===== config.mk =====
export PLATFORM = sky130hd
export DESIGN_NAME = cdc_fifo_read_ctrl
export DESIGN_NICKNAME = d
export VERILOG_FILES = /design/src/rtl/cdc_fifo_pkg.sv /design/src/rtl/gray_ptr_sync.sv /design/src/rtl/cdc_fifo_read_ctrl.sv
export SDC_FILE = /design/constraint.sdc
export NUM_CORES = 1
export LEC_CHECK = 0
export BUFFER_PORTS_ARGS = -buffer_cell sky130_fd_sc_hd__buf_2
export CAP_MARGIN = 20
export CORE_MARGIN = 1.5
export CORE_UTILIZATION = 50
export CTS_BUF_LIST = sky130_fd_sc_hd__clkbuf_2
export CTS_CLUSTER_DIAMETER = 200
export DETAILED_ROUTE_END_ITERATION = 7
export GPL_ROUTABILITY_DRIVEN = 0
export GPL_TIMING_DRIVEN = 0
export PLACE_DENSITY = 0.78
export REMOVE_ABC_BUFFERS = 1
export SETUP_SLACK_MARGIN = 0.3
export SYNTH_ARGS = -nofsm -noshare
export SYNTH_HDL_FRONTEND = slang
export SYNTH_HIERARCHICAL = 1
export SYNTH_SLANG_ARGS = --single-unit

===== constraint.sdc =====
create_clock -name clock -period 2.43 [get_ports clock]
set_clock_uncertainty 0.1 [all_clocks]
set_input_delay 0 -clock clock [delete_from_list [all_inputs] [get_ports clock]]
set_output_delay 0 -clock clock [all_outputs]
set_load 0.01 [all_outputs]

===== src/rtl/cdc_fifo_pkg.sv =====
// Shared dual-clock FIFO definitions: default sizes and Gray/binary helpers.
// The helpers work on a 32-bit word; callers zero-extend narrower pointers
// in and size-cast the result back to their own width.
package cdc_fifo_pkg;

  localparam int ADDR_WIDTH_DEF = 4;
  localparam int DATA_WIDTH_DEF = 8;

  typedef logic [31:0] ptr_word_t;

  function automatic ptr_word_t bin2gray(input ptr_word_t b);
    return b ^ (b >> 1);
  endfunction

  // Each binary bit is the XOR of all Gray bits at or above it.
  function automatic ptr_word_t gray2bin(input ptr_word_t g);
    ptr_word_t b;
    b     = '0;
    b[31] = g[31];
    for (int i = 30; i >= 0; i--) begin
      b[i] = b[i+1] ^ g[i];
    end
    return b;
  endfunction

endpackage


===== src/rtl/gray_ptr_sync.sv =====
// Multi-flop synchronizer for a Gray-coded pointer crossing into this clock,
// with the binary equivalent of the synchronized value. SYNC_DEPTH >= 2.
module gray_ptr_sync
  import cdc_fifo_pkg::*;
#(
  parameter int WIDTH      = 5,
  parameter int SYNC_DEPTH = 2
) (
  input  logic             clock,
  input  logic             reset,
  input  logic [WIDTH-1:0] d_gray,
  output logic [WIDTH-1:0] q_gray,
  output logic [WIDTH-1:0] q_bin
);

  // Stage 0 samples the asynchronous input; the last stage is the safe copy.
  logic [SYNC_DEPTH-1:0][WIDTH-1:0] sync_q;

  // Shift the pointer through the flop chain; async clear to pointer 0.
  always_ff @(posedge clock or posedge reset) begin
    if (reset) sync_q <= '0;
    else       sync_q <= {sync_q[SYNC_DEPTH-2:0], d_gray};
  end

  assign q_gray = sync_q[SYNC_DEPTH-1];
  assign q_bin  = WIDTH'(gray2bin(ptr_word_t'(q_gray)));

endmodule


===== src/rtl/cdc_fifo_read_ctrl.sv =====
// Read-side controller of the dual-clock FIFO: synchronizes the writer's
// Gray pointer, owns the read pointer / RAM address, and presents a
// first-word-fall-through output register with valid/ready handshake.
module cdc_fifo_read_ctrl
  import cdc_fifo_pkg::*;
#(
  parameter int ADDR_WIDTH = ADDR_WIDTH_DEF,
  parameter int SYNC_DEPTH = 2,
  parameter int DATA_WIDTH = DATA_WIDTH_DEF
) (
  input  logic                  clock,
  input  logic                  reset,
  input  logic [ADDR_WIDTH:0]   wr_ptr_gray,
  output logic [ADDR_WIDTH:0]   rd_ptr_gray,
  output logic [ADDR_WIDTH-1:0] rd_addr,
  input  logic [DATA_WIDTH-1:0] mem_rd_data,
  output logic [DATA_WIDTH-1:0] out_data,
  output logic                  out_valid,
  input  logic                  out_ready,
  output logic [ADDR_WIDTH:0]   rd_count
);

  localparam int PW = ADDR_WIDTH + 1;

  logic [PW-1:0] wq_gray;
  logic [PW-1:0] wq_bin;
  logic [PW-1:0] rd_ptr_bin;
  logic [PW-1:0] rd_ptr_next;
  logic          empty;
  logic          load;

  gray_ptr_sync #(
    .WIDTH      (PW),
    .SYNC_DEPTH (SYNC_DEPTH)
  ) u_wr_sync (
    .clock  (clock),
    .reset  (reset),
    .d_gray (wr_ptr_gray),
    .q_gray (wq_gray),
    .q_bin  (wq_bin)
  );

  // The extra MSB separates laps, so equal Gray pointers mean truly empty.
  assign empty = (wq_gray == rd_ptr_gray);

  // Refill the output register whenever it is empty or being drained now.
  assign load        = !empty && (!out_valid || out_ready);
  assign rd_ptr_next = rd_ptr_bin + PW'(load);

  // Read pointer; the Gray copy is built from the next binary value so the
  // exported pointer is a clean register output that moves on the load edge.
  always_ff @(posedge clock or posedge reset) begin
    if (reset) begin
      rd_ptr_bin  <= '0;
      rd_ptr_gray <= '0;
    end else begin
      rd_ptr_bin  <= rd_ptr_next;
      rd_ptr_gray <= PW'(bin2gray(ptr_word_t'(rd_ptr_next)));
    end
  end

  // FWFT head register: load a word, or drop valid once it was consumed.
  always_ff @(posedge clock or posedge reset) begin
    if (reset) begin
      out_valid <= 1'b0;
      out_data  <= '0;
    end else if (load) begin
      out_valid <= 1'b1;
      out_data  <= mem_rd_data;
    end else if (out_valid && out_ready) begin
      out_valid <= 1'b0;
    end
  end

  // Occupancy as seen here; lags the writer by the synchronizer latency.
  assign rd_count = wq_bin - rd_ptr_bin;
  assign rd_addr  = rd_ptr_bin[ADDR_WIDTH-1:0];

endmodule


**Word-level counts from Yosys, hierarchy flattened**

Index checks and enable logic that the tools add are counted.

- Register bits after elaboration: 29
- Input port bits: 16
- Output and inout port bits: 23

- Add/sub/neg operators: 2
- Equality and inequality tests: 1
- Muxes and demuxes: 2
- Bitwise gates (word level): 5
- Reductions and logical operators: 6

Operators by type and width:

| cell | number |
|---|---|
| adder 5 x 1 -> 5 bit | 1 |
| equality test 5 bit | 1 |
| subtractor 5 bit | 1 |
| bitwise XOR 5 x 4 -> 5 bit | 1 |
| bitwise XOR 1 bit | 4 |
| logical AND 1 bit | 2 |
| logical NOT 1 bit | 2 |
| 2-to-1 mux 1 bit | 2 |
| nonzero test 2 bit | 1 |
| logical OR 1 bit | 1 |

**Logic depth before layout (Yosys ltp)**

Gate-level depths: netlist of the first run.

- Depth after elaboration: 5
- Gate-level depth with buffers: 9

**Hierarchy**

Netlist of the first run, hierarchy kept.

Modules (own cells, without submodules):

| module | times used | cells each | area each (sq um) |
|---|---|---|---|
| cdc_fifo_read_ctrl | 1 | 68 | 884.6 |
| gray_ptr_sync | 1 | 22 | 364.1 |

**Worst setup path after synthesis of the first run**

No wires, ideal clock.

- Kind: reg-to-output
- Start: register u_wr_sync.sync_q (netlist bit u_wr_sync/q_gray[3])
- End: output rd_count[4]
- Data arrival time: 2.128 ns
- Data required time: 2.330 ns
- Path slack: 0.202 ns
- Stages on the path, launching flop included: 10
- Buffers on the path: 0
- Path through: dfrtp_1 -> xor2_2 -> xnor3_1 -> inv_1 -> ha_1 -> inv_1 -> fa_1 -> a21o_1 -> a21oi_1 -> xnor2_1

- Longest elaborated chain between the ends: 5

RTL lines:

| element | RTL line | RTL |
|---|---|---|
| start: declaration | gray_ptr_sync.sv:17 | `logic [SYNC_DEPTH-1:0][WIDTH-1:0] sync_q;` |
| start signal: assignment | gray_ptr_sync.sv:22 | `else sync_q <= {sync_q[SYNC_DEPTH-2:0], d_gray};` |
| bitwise XOR 1 bit | cdc_fifo_pkg.sv:21 | `b[i] = b[i+1] ^ g[i];` |
| net wq_bin[3] | cdc_fifo_read_ctrl.sv:26 | `logic [PW-1:0] wq_bin;` |
| bitwise XOR 1 bit (3 in a row) | cdc_fifo_pkg.sv:21 |  |
| net wq_bin[0] | cdc_fifo_read_ctrl.sv:26 |  |
| subtractor 5 bit | cdc_fifo_read_ctrl.sv:76 | `assign rd_count = wq_bin - rd_ptr_bin;` |
| end: declaration | cdc_fifo_read_ctrl.sv:20 | `output logic [ADDR_WIDTH:0] rd_count` |

The timed path passes the listed nets, and every way through them passes these cells.

**Final worst setup path of the first run**

Same ends and word-level chain as after synthesis.

==> results of run 1 <==
final cells by class:
cell class                      instances  area, um^2
Clock inverter                          1       30.03
Multi-Input combinational cell         47       545.5
Clock buffer                            3       15.01
Tap cell                               28       35.03
Inverter                                9       33.78
Sequential cell                        28       701.9
Timing Repair Buffer                   66       460.4
Fill cell                             138       454.2
timing repair:
item / in CTS / in global routing
endpoints found under the hold margin: 42 / 0
buffers inserted: 8 / 5
resized for setup: 12 / 4
pin swaps: 10 / 5
endpoints found under the setup margin: 7 / 8
hold buffers: 15 / 0
critical path, delay by kind of cell, from the launching register on:
kind	cells	cell delay [ps]
buffers and inverters	3	250
AOI/OAI and AO/OA	2	300
xor gates and xnor gates	3	690
DFF	1	480
adders and majority gates	2	490
Yosys cell counts, drive strengths merged (2+ instances only):
cell type	instances	area share
ha	6	0.060
dfrtp	28	0.56
xor2	11	0.083
a21o	2	0.012
buf	6	0.036
a21oi	3	0.021
xnor2	9	0.063
inv	9	0.027
nand3	2	0.0080
mux2	8	0.072
stage by stage:
step | util | instance area, um^2 | hold WS [ps]
3_5_place_dp | 0.6278 | 1429 | -106.0
4_1_cts | 0.7735 | 1760 | 8.746
5_1_grt | 0.8004 | 1822 | 17.36
2_1_floorplan | - | 1204 | -259.8
3_3_place_gp | 0.6278 | 1429 | -120.1
6_report | 0.8004 | 1822 | 18.07
cells by family after synthesis:
family | Yosys count | synth area share
DFF | 28 | 0.5611
xor gates and xnor gates | 21 | 0.1643
buffers and inverters | 15 | 0.06312
muxes | 8 | 0.07215
adders and majority gates | 7 | 0.07615
and+or+nand+nor | 6 | 0.03006
AOI/OAI and AO/OA | 5 | 0.03307
path summary, 6_finish.rpt:
| kind | from | to |
|---|---|---|
| setup reg to reg | u_wr_sync/q_gray[3] | rd_ptr_gray[3] |
| hold / removal | reset | u_wr_sync/sync_q[2] |
| hold reg to reg | u_wr_sync/sync_q[2] | u_wr_sync/q_gray[2] |
| setup / recovery | u_wr_sync/q_gray[3] | rd_count[4] |
| max in group asynchronous | reset | out_data[7] |
| min in group clock | wr_ptr_gray[3] | u_wr_sync/sync_q[3] |
routing by layer:
metal / global-route usage / vias to the layer above / wire length [um]
li1: - / 409 / -
met5: 0 / - / 0
met2: 0.3271 / 27 / 1424
met4: 0.07692 / 0 / 14
met3: 0.01695 / 2 / 103
met1: 0.2414 / 416 / 1034
power by group:
part	internal, mW	switching [mW]
logic	0.557	0.506
clock network	0.142	0.129
registers	0.590	0.113
total	1.29	0.748
sequential cells by signal, summed over array words and instances, names as in the netlist:
name and cells:
rd_ptr_gray 4, u_wr_sync/sync_q 5, out_data 8, u_wr_sync/q_gray 5
out_valid 1, rd_ptr_bin 5
==> metrics.md, run 1 <==
| Metric | Value |
|---|---|
| Clock Tree Buf Depth | `2` |
| DR pass1 iterations | `4` |
| Prevailing post-synth register cell | `dfrtp_1` |
| Yosys cell types | `18` |
| Skew-Pair Late Insertion Delay | `between 300 and 400 ps` |
| Most common cell after layout, fill and taps aside | `buf_2` |
| Ant diodes | `0` |
| Clock slew at reported path FFs | `between 200 and 300 ps` |
| Clock Sinks | `28` |
| Status | `complete, but fails checks` |
| Final Max Tran Viols | `0` |
| H-tree levels | `1` |
| Final setup margin | `-234.9 ps` |
| YS warnings | `6` |
| Tmin final | `roughly 2700 ps` |
| Synth Register Bits | `28` |
| Fin nets | `around 180` |
| Post-synth ARST share | `1.000` |
| Failing checks | `setup timing` |
| Cell total after placement | `150` |
| Synthesized area | `~1200 um^2` |
| R2R setup slack | `210 ps` |
| Layout Cells excl Fill | `~180` |
| Die Span X | `between 50 and 60 um` |
| EDFF count, synth | `0` |
| Root Driver | `clkbuf_2` |
| Die height | `between 50 and 60 um` |
| LEAKAGE | `0.8963 nW` |
| CP Launch Type | `flip-flop` |
| DP Wirelength | `approximately 1.5 mm` |
| Worst Hold Class | `in2async` |
| Worst vdd ir | `between 0.9 and 1 mV` |
| First-pass GRT wire length | `3.663 mm` |
| Final setup fails | `3` |
| Critical path arrival | `between 2000 and 3000 ps` |
| Num ports | `39` |
| Depth of the worst register-to-register path | `10` |
| CP max stage delay | `480 ps` |
| Input/output buffers | `38` |
| # Max-Cap Violations | `0` |
| Slowest CP cell | `dfrtp_1` |
| Worst-path fanout max | `2` |
| Syn Area/Cell | `roughly 14 um^2` |
| Worst-Margin Slew | `688.2 ps` |
| Initial antenna violation count | `0` |
| Area of the die | `~2800 um^2` |
| Crit. End Element | `output port` |
| Routed WL | `around 2.6 mm` |
| Slew headroom | `0.5407` |
| Setup WS pre-CTS | `-33.06 ps` |
| Area grow syn2layout | `45.89%` |
| Register area share after synthesis | `0.5611` |
| TritonCTS Buffers | `3` |
| Pwr Density | `around 1100 nW/um^2` |
| Achievable frequency | `~380 MHz` |
| Period utilization | `1.097` |
| CTS tree | `yes` |
| Routed vias | `about 850` |
| Fin. Hold Viols | `0` |
| Syn Inst Count | `90` |
| Grt total ovfl | `0` |
| Initial core utilization | `0.5487` |
| Post-route DRC | `0` |
| Core area | `around 2300 um^2` |
| Pwr Total | `2.037 mW` |
| Avg WL per Cell | `between 10 and 15 um` |
| Layout cell share with drive strength beyond 1 | `0.5130` |
| Final setup TNS | `-482.2 ps` |
| DRT iter0 DRCs | `2` |
| Total track usage | `0.1883` |
| Worst Path Required | `around 2300 ps` |
| RSZ-0062 raised after global routing | `true` |
| Pin count of the biggest net entering global routing | `19` |
| Row count | `17` |
| Worst Path Class, Setup | `reg2out` |
| Most frequent cells in the layout | `buf_2, dfrtp_1, dlygate4sd3_1` |
| Number of global-route vias before repair | `841` |
| Critical path, cell by cell | `xor2_2, xnor3_1, inv_1, ha_2, inv_2, fa_2, a21o_1, a21oi_2, xnor2_1, buf_2` |
| ANT nets after route | `0` |
| Via/cell ratio | `4.692` |
Note: power is estimated with default switching activity, not from simulation.
==> inputs of run 2 (changes only) <==
==> constraint.sdc (replaced) <==
create_clock -name clock -period 2.9 [get_ports clock]
set_clock_uncertainty 0.1 [all_clocks]
set_input_delay 0 -clock clock [delete_from_list [all_inputs] [get_ports clock]]
set_output_delay 0 -clock clock [all_outputs]
set_load 0.01 [all_outputs]
==> run 2 against run 1 <==
Compared with the run above: the flow now finishes without violations; via count fell by 2.9%; sequential share of layout area rose by 2.4 points; cell count fell by 3.3%; utilization fell by 4.7 points; critical path type unchanged; largest cell class unchanged; largest power group unchanged.
==> metrics.md, run 2 (same netlist as run 1, synthesis figures left out) <==
| Metric | Value |
|---|---|
| Status | `complete, no violations` |
| Core area | `2276 um^2` |
| Tmin final | `approximately 2700 ps` |
| Hold slack | `15.57 ps` |
| # Max-Cap Violations | `0` |
| Worst Path Class, Setup | `reg2out` |
| Period utilization | `0.9398` |
| Crit. End Element | `output port` |
| H-tree levels | `1` |
| TritonCTS Buffers | `3` |
| Post-route DRC | `0` |
| Die height | `between 50 and 60 um` |
| Worst-path fanout max | `2` |
| Number of global-route vias before repair | `~820` |
| DP Wirelength | `around 1.5 mm` |
| Num ports | `39` |
| Routed vias | `829` |
| Most frequent cells in the layout | `buf_2, dfrtp_1, dlygate4sd3_1` |
| Initial antenna violation count | `0` |
| Layout cell share with drive strength beyond 1 | `0.4459` |
| Input/output buffers | `38` |
| Critical path arrival | `approximately 2600 ps` |
| Total track usage | `0.1857` |
| Area of the die | `2806 um^2` |
| Worst-Margin Slew | `664.6 ps` |
| Max FFs per register | `8` |
| Worst Path Required | `2800 ps` |
| ANT nets after route | `0` |
| Clock Tree Buf Depth | `2` |
| Achievable frequency | `366.9 MHz` |
| LEAKAGE | `between 0.8 and 0.9 nW` |
| Routed WL | `around 2.4 mm` |
| CP Launch Type | `flip-flop` |
| Avg WL per Cell | `around 14 um` |
| Ant diodes | `0` |
| Grt total ovfl | `0` |
| Die Span X | `between 50 and 60 um` |
| Most common cell after layout, fill and taps aside | `buf_2` |
| DRT iter0 DRCs | `4` |
| Area grow syn2layout | `37.27%` |
| Fin nets | `between 150 and 200` |
| Worst vdd ir | `0.7785 mV` |
| Via/cell ratio | `~4.7` |
| Fin. Hold Viols | `0` |
| Clock Sinks | `28` |
| Final setup fails | `0` |
| Skew-Pair Late Insertion Delay | `360 ps` |
| First-pass GRT wire length | `approximately 3.6 mm` |
| Pin count of the biggest net entering global routing | `19` |
| Final setup margin | `between 150 and 200 ps` |
| Largest Register | `out_data` |
| CTS tree | `yes` |
| Worst Hold Class | `in2async` |
| Slew headroom | `0.5564` |
| RSZ-0062 raised after global routing | `true` |
| Pwr Total | `approximately 1.6 mW` |
| Setup WS pre-CTS | `approximately 440 ps` |
| Final Max Tran Viols | `0` |
| Initial core utilization | `0.5487` |
| Root Driver | `clkbuf_2` |
| Row count | `17` |
| Pwr Density | `~930 nW/um^2` |
| Clock slew at reported path FFs | `260 ps` |
| DR pass1 iterations | `2` |
| Final setup TNS | `0 ps` |
-- run 2: critical path: stages, from the launching register on --
cell and delay, ps:
dfrtp_1 480, xor2_2 230, xnor3_1 340, inv_1 70, ha_1 140, inv_1 60, fa_2 360, a21o_1 200
a21oi_2 130, xnor2_1 120, buf_2 140
-- run 2: final timing paths --
check                                          from                  end  slack, ps  cells past startpoint
worst max-delay path            u_wr_sync/q_gray[3]          rd_count[4]        170                     10
worst min-delay path                          reset  u_wr_sync/sync_q[4]         20                      3
worst max register to register  u_wr_sync/q_gray[4]       rd_ptr_gray[3]        570                      9
worst min register to register  u_wr_sync/sync_q[2]  u_wr_sync/q_gray[2]        290                      0
max in group asynchronous                     reset          out_data[7]       2100                      3
min in group clock                   wr_ptr_gray[3]  u_wr_sync/sync_q[3]        150                      2
-- run 2: where the power goes --
| group | internal [mW] | switching, mW |
|---|---|---|
| Combinational | 0.379 | 0.396 |
| Clock | 0.119 | 0.109 |
| Sequential | 0.495 | 0.0889 |
-- run 2: area by class of cell --
type / count / area, um^2
clock buffers: 3 / 15.01
clock inverters: 1 / 30.03
fillers: 156 / 561.8
inverters: 9 / 33.78
multi-input cells: 47 / 505.5
flip-flops and latches: 28 / 701.9
well taps: 28 / 35.03
repair buffers: 60 / 392.9
-- run 2: per-layer routing --
layer	wire (um)	track usage	vias up
met2	1322	0.3375	23
met3	91	0.01695	2
li1	-	-	397
met1	971	0.2239	407
met5	0	0	-
met4	14	0.07692	0
-- run 2: timing repair --
action | in CTS | in global routing
cloned | 0 | 0
hold endpoints to repair | 42 | 0
hold buffers | 15 | 0
buffers inserted | 4 | 3
pin swaps | 3 | 4
resized for setup | 4 | 3
endpoints found under the setup margin | 1 | 2
-- run 2: stage by stage --
stage,util,cell area (um^2),std cells
3_5_place_dp,0.6278,1429,150
2_1_floorplan,-,1204,84
3_3_place_gp,0.6278,1429,150
5_1_grt,0.7532,1714,176
6_report,0.7532,1714,176
4_1_cts,0.7334,1669,173
